### src/rtl/axis_traffic_shaper.sv
// AXI4-Stream register slice that injects LFSR-driven bubbles and stall bursts,
// frames the stream with TLAST and keeps saturating throughput statistics.
module axis_traffic_shaper #(
    parameter int          DATA_WIDTH      = 64,
    parameter int          FRAME_BEATS     = 1024,
    parameter int          BUBBLE_THRESH   = 0,
    parameter int          STALL_THRESH    = 6,
    parameter int          STALL_MIN       = 20,
    parameter int          STALL_RAND_BITS = 4,
    parameter logic [31:0] LFSR_SEED       = 32'hACE12468,
    parameter int          CNT_WIDTH       = 32
) (
    input  logic                  clk,
    input  logic                  areset,
    input  logic                  enable,
    input  logic                  clear_stats,
    input  logic [DATA_WIDTH-1:0] s_axis_tdata,
    input  logic                  s_axis_tvalid,
    output logic                  s_axis_tready,
    output logic [DATA_WIDTH-1:0] m_axis_tdata,
    output logic                  m_axis_tvalid,
    output logic                  m_axis_tlast,
    input  logic                  m_axis_tready,
    output logic                  frame_done,
    output logic [CNT_WIDTH-1:0]  frame_count,
    output logic [CNT_WIDTH-1:0]  stall_cycles,
    output logic [CNT_WIDTH-1:0]  total_cycles
);

    localparam logic [31:0] LFSR_TAPS = 32'h80200003;
    // An all-zero Galois LFSR would lock up, so a zero seed is promoted to 1.
    localparam logic [31:0] SEED      = (LFSR_SEED == 32'd0) ? 32'd1 : LFSR_SEED;
    localparam int          BEAT_W    = (FRAME_BEATS > 1) ? $clog2(FRAME_BEATS) : 1;
    localparam int          STALL_W   = $clog2(STALL_MIN + (1 << STALL_RAND_BITS)) + 1;

    localparam logic [BEAT_W-1:0]    LAST_IDX   = BEAT_W'(FRAME_BEATS - 1);
    localparam logic [7:0]           BUBBLE_T   = 8'(BUBBLE_THRESH);
    localparam logic [7:0]           STALL_T    = 8'(STALL_THRESH);
    localparam logic [STALL_W-1:0]   STALL_BASE = STALL_W'(STALL_MIN);
    localparam logic [CNT_WIDTH-1:0] CNT_MAX    = '1;

    logic [31:0]         lfsr;
    logic [STALL_W-1:0]  stall_cnt;
    logic [BEAT_W-1:0]   beat_idx;
    logic                bubble_now;
    logic                stall_active;
    logic                stall_start;
    logic                slot_free;
    logic                load;

    assign bubble_now    = lfsr[7:0] < BUBBLE_T;
    assign stall_active  = stall_cnt != '0;
    assign stall_start   = !stall_active && (lfsr[15:8] < STALL_T);
    assign slot_free     = !m_axis_tvalid || m_axis_tready;
    assign s_axis_tready = !areset && enable && slot_free && !bubble_now && !stall_active;
    assign load          = s_axis_tvalid && s_axis_tready;

    // Everything random is frozen while disabled, so a stall resumes where it left off.
    always_ff @(posedge clk) begin
        if (areset) begin
            lfsr      <= SEED;
            stall_cnt <= '0;
        end else if (enable) begin
            lfsr <= lfsr[0] ? ((lfsr >> 1) ^ LFSR_TAPS) : (lfsr >> 1);
            if (stall_active) begin
                stall_cnt <= stall_cnt - STALL_W'(1);
            end else if (stall_start) begin
                stall_cnt <= STALL_BASE + STALL_W'(lfsr[16 +: STALL_RAND_BITS]);
            end
        end
    end

    always_ff @(posedge clk) begin
        if (areset) begin
            m_axis_tdata  <= '0;
            m_axis_tvalid <= 1'b0;
            m_axis_tlast  <= 1'b0;
            beat_idx      <= '0;
        end else if (load) begin
            m_axis_tdata  <= s_axis_tdata;
            m_axis_tvalid <= 1'b1;
            m_axis_tlast  <= (beat_idx == LAST_IDX);
            beat_idx      <= (beat_idx == LAST_IDX) ? '0 : beat_idx + BEAT_W'(1);
        end else if (m_axis_tready) begin
            m_axis_tvalid <= 1'b0;
        end
    end

    always_ff @(posedge clk) begin
        if (areset) begin
            frame_done  <= 1'b0;
            frame_count <= '0;
        end else begin
            frame_done <= m_axis_tvalid && m_axis_tready && m_axis_tlast;
            if (m_axis_tvalid && m_axis_tready && m_axis_tlast) begin
                frame_count <= frame_count + CNT_WIDTH'(1);
            end
        end
    end

    // Statistics stick at all-ones; a clear in the same cycle as an increment wins.
    always_ff @(posedge clk) begin
        if (areset || clear_stats) begin
            stall_cycles <= '0;
            total_cycles <= '0;
        end else if (enable) begin
            if (total_cycles != CNT_MAX) begin
                total_cycles <= total_cycles + CNT_WIDTH'(1);
            end
            if (s_axis_tvalid && !s_axis_tready && (stall_cycles != CNT_MAX)) begin
                stall_cycles <= stall_cycles + CNT_WIDTH'(1);
            end
        end
    end

endmodule
### config.mk
export PLATFORM = sky130hd
export DESIGN_NAME = axis_traffic_shaper
export DESIGN_NICKNAME = d
export VERILOG_FILES = /design/src/rtl/axis_traffic_shaper.sv
export SDC_FILE = /design/constraint.sdc
export NUM_CORES = 1
export LEC_CHECK = 0
export BUFFER_PORTS_ARGS = -buffer_cell sky130_fd_sc_hd__buf_2
export CORE_AREA = 5 5 142 144
export CTS_CLUSTER_SIZE = 12
export DETAILED_ROUTE_END_ITERATION = 10
export DIE_AREA = 0 0 147 149
export PLACE_DENSITY = 0.74
export SLEW_MARGIN = 0
export SYNTH_ARGS = -nofsm -noshare
export SYNTH_HDL_FRONTEND = slang
export SYNTH_SLANG_ARGS = --single-unit
### constraint.sdc
create_clock -name clk -period 2.35 [get_ports clk]
set_input_delay 0.235 -clock clk [delete_from_list [all_inputs] [get_ports clk]]
set_output_delay 0.235 -clock clk [all_outputs]
set_load 0.02 [all_outputs]
==> results.md <==
- Compound-Gate Fraction of Synth Area: 0.127
- Critical path launch point type: register
- RSZ-0062 raised after global routing: false
- Worst Path Class, Setup: reg -> out
- Most frequent cells in the layout: buf_2, dfxtp_1, nand2_1
- Die Span Y: about 150 microns
- CTS tree: yes
- Max Clk Rate: approximately 0.45 GHz
- Longest Clk Path Bufs: 3
- Antenna violations before repair: 1
- Power Total: 8.94 mW
- HP Class: in -> reg
- Adder-cell share of the synthesized area: 0.00976
- Final worst-path cycle share: 0.944
- Design area: 11800 sq um
- Post-route setup slack: between 0.1 and 0.15 ns
- Hold Crit Start: s_axis_tdata[4]
- Vias per cell: roughly 5.4
- Setup violators final: 0
- CP arrival: about 2 ns
- Worst-path fanout max: 4
- Final hold vios: 0
- Number of I/O port buffers: 233
- R2R depth: 8
- Drt first pass iters: 5
- DPL Wire Length: around 16000 microns
- Worst path required time: around 2.1 ns
- Area after DPL: about 10000 sq um
- Clk slew on worst S/H paths: around 0.06 ns
- Ys flop type: dfxtp_1
- XOR/XNOR share of the synthesized area: 0.0596
- Worst r2r src: stall_cnt[0]$_SDFFE_PP0P_
- DR WL/cell: roughly 15 microns
- Clock buffer count from CTS: 24
- Top Metal Used: met4
- Routability-driven placement congestion ratio: approximately 0.90
- Post-synth EDFFs: 0
- Max-cap check violation count: 0
- Placed cell count: 1510
- Multiplexer share of the synthesized area: 0.0324
- Asr flop ratio synth: 0
- Met2 wire length: between 10000 and 15000 microns
- Iteration-0 DRC Markers: between 500 and 600
- GR Overflow Total: 0
- Synthesized area per cell: between 8 and 9 sq um
- Sink Count: around 210
- Clk Latency, worst-skew pair: roughly 0.51 ns
- Status: finished, final reports clean
- Ratio of cells with drive above 1 in the final layout: 0.221
- R2r setup slk: around 0.16 ns
- Clock Skew: roughly 0.018 ns
- Num rows: 50
- Leak Pwr: 4.75 nW
- Setup slack at placement: ~0.17 ns
- Post-Syn Instances: around 1100
- Htree depth: 1
- Hold endpoint: m_axis_tdata[4]$_SDFFE_PP0P_
- Yosys warning count: 0
- Post-Syn Area: 8970 sq um
- Routed vias: 8765
- GR Util All Layers: 0.210
- Post-Synth Simple-Gate Area: 0.259
- Vias in the first global route: roughly 8000
- Core region area: between 15000 and 20000 sq um
- Detailed Route WL: ~25000 microns
- Global-route wire length before repair: 39500 microns
- Pwr dens: between 700 and 800 nW/um^2
- Boundary Pins: 234
- Most common cell after layout, fill and taps aside: buf_2
- Register area share after synthesis: 0.473
- Min-Delay Path Depth: 3
- Met3 routed WL: roughly 1200 microns
- Post-CTS setup buffer count: 0
- Relative slew slack: 0.522
- Metal-1 WL: just over 10000 microns
- Area Overhead vs Synth: 31.4%
- Peak VDD IR: ~0.00075 V
- Horiz. Die Dim: 147 microns
- Starting Density: 0.483
- Flops & latches, synth: approximately 210
- Synth unique cells: between 40 and 50
- Worst-Margin Slew: 0.714 ns
- Largest net degree at the start of global routing: ~130
- Clock root cell: clkbuf_16
- ANT nets after route: 0
- Crit path time final: 2.22 ns
- Largest family of logic cells by synthesized area: simple AND/OR/NAND/NOR gates
- Nets@finish: between 1000 and 1500
- Die area: between 20000 and 25000 sq um
- DRC: 0
- Net Count, Synth: ~1200
- Final Slew Violations: 0
- Crit path capture type: output port
- R2R Path End: stall_cycles[25]$_SDFFE_PP0P_
- Post-Layout Cell Count: between 1500 and 2000
- Total negative slack: 0 ns
[cells in the mapped netlist, drive strengths merged (14+ instances only)]
master | number | area [sq um]
nor4 | 19 | 119
dfxtp | 212 | 4240
or4 | 18 | 135
xnor2 | 50 | 438
mux2i | 29 | 290
nand4 | 26 | 163
nor3 | 22 | 110
nor2 | 104 | 390
and3 | 14 | 92.6
or3 | 27 | 169
inv | 23 | 86.3
buf | 17 | 100
clkbuf | 44 | 165
o31ai | 18 | 135
a21oi | 111 | 556
nand2 | 189 | 709
nand3 | 38 | 190
o21ai | 30 | 150
[state kept, by name, summed over array words and instances (netlist names)]
register       count
lfsr              32
m_axis_tlast       1
frame_done         1
m_axis_tvalid      1
m_axis_tdata      64
beat_idx          10
stall_cnt          7
stall_cycles      32
frame_count       32
total_cycles      32
[per-layer routing]
metal	vias to the layer above	global-route usage
li1	4324	-
met1	4089	0.260
met2	275	0.362
met3	77	0.0368
met4	0	0.0923
met5	-	0
[how the worst max path moves through the flow]
stage,startpoint,to,slack (ns),cells past startpoint
after floorplan,stall_cycles[0]$_SDFFE_PP0P_,stall_cycles[20]$_SDFFE_PP0P_,0.21,7
after detailed placement,stall_cnt[0]$_SDFFE_PP0P_,stall_cycles[25]$_SDFFE_PP0P_,0.17,8
after global placement,stall_cycles[0]$_SDFFE_PP0P_,stall_cycles[22]$_SDFFE_PP0P_,0.20,8
after CTS,stall_cnt[3]$_SDFFE_PP0P_,s_axis_tready,0.03,5
after global routing,stall_cycles[0]$_SDFFE_PP0P_,stall_cycles[26]$_SDFFE_PP0P_,0.004,8
final,stall_cnt[0]$_SDFFE_PP0P_,s_axis_tready,0.13,7
[stage by stage]
| step | utilization | hold slack [ns] |
|---|---|---|
| global route | 0.634 | 0.0242 |
| global placement | 0.561 | 0.439 |
| finish | 0.634 | 0.0298 |
| CTS | 0.633 | 0.00263 |
| detailed placement | 0.561 | 0.443 |
| floorplan | - | 0.371 |
[critical path, stage by stage (launching register included)]
cell     delay, ns
dfxtp_1       0.31
inv_1         0.10
ha_1          0.19
nor3b_4       0.23
nand4_1       0.15
buf_4         0.17
nor2_1        0.17
buf_4         0.18
[cell families after synthesis]
| group | Yosys count |
|---|---|
| muxes | 29 |
| DFF | 212 |
| and+or+nand+nor | 488 |
| buffers and inverters | 84 |
| xor gates and xnor gates | 61 |
| AOI/OAI and AO/OA | 196 |
| adders and majority gates | 7 |
[cell type report]
| cell class | count | area [sq um] |
|---|---|---|
| inverters | 23 | 86.3 |
| fillers | 1578 | 6790 |
| clock buffers | 33 | 676 |
| clock inverters | 6 | 32.5 |
| repair buffers | 322 | 2040 |
| diodes | 4 | 10.0 |
| multi-input cells | 781 | 4400 |
| flip-flops and latches | 212 | 4240 |
| well taps | 234 | 293 |
[report_power, final]
part	internal (mW)	switching, mW	total (mW)
Combinational	0.671	0.981	1.65
Sequential	3.79	0.129	3.92
Clock	1.99	1.39	3.38
[timing repair]
item,in CTS,in global routing
setup endpoints to repair,1,1
pin swaps,0,0
hold buffers,62,0
resized for setup,1,3
hold endpoints to repair,62,0
Note: power is estimated with default switching activity, not from simulation.
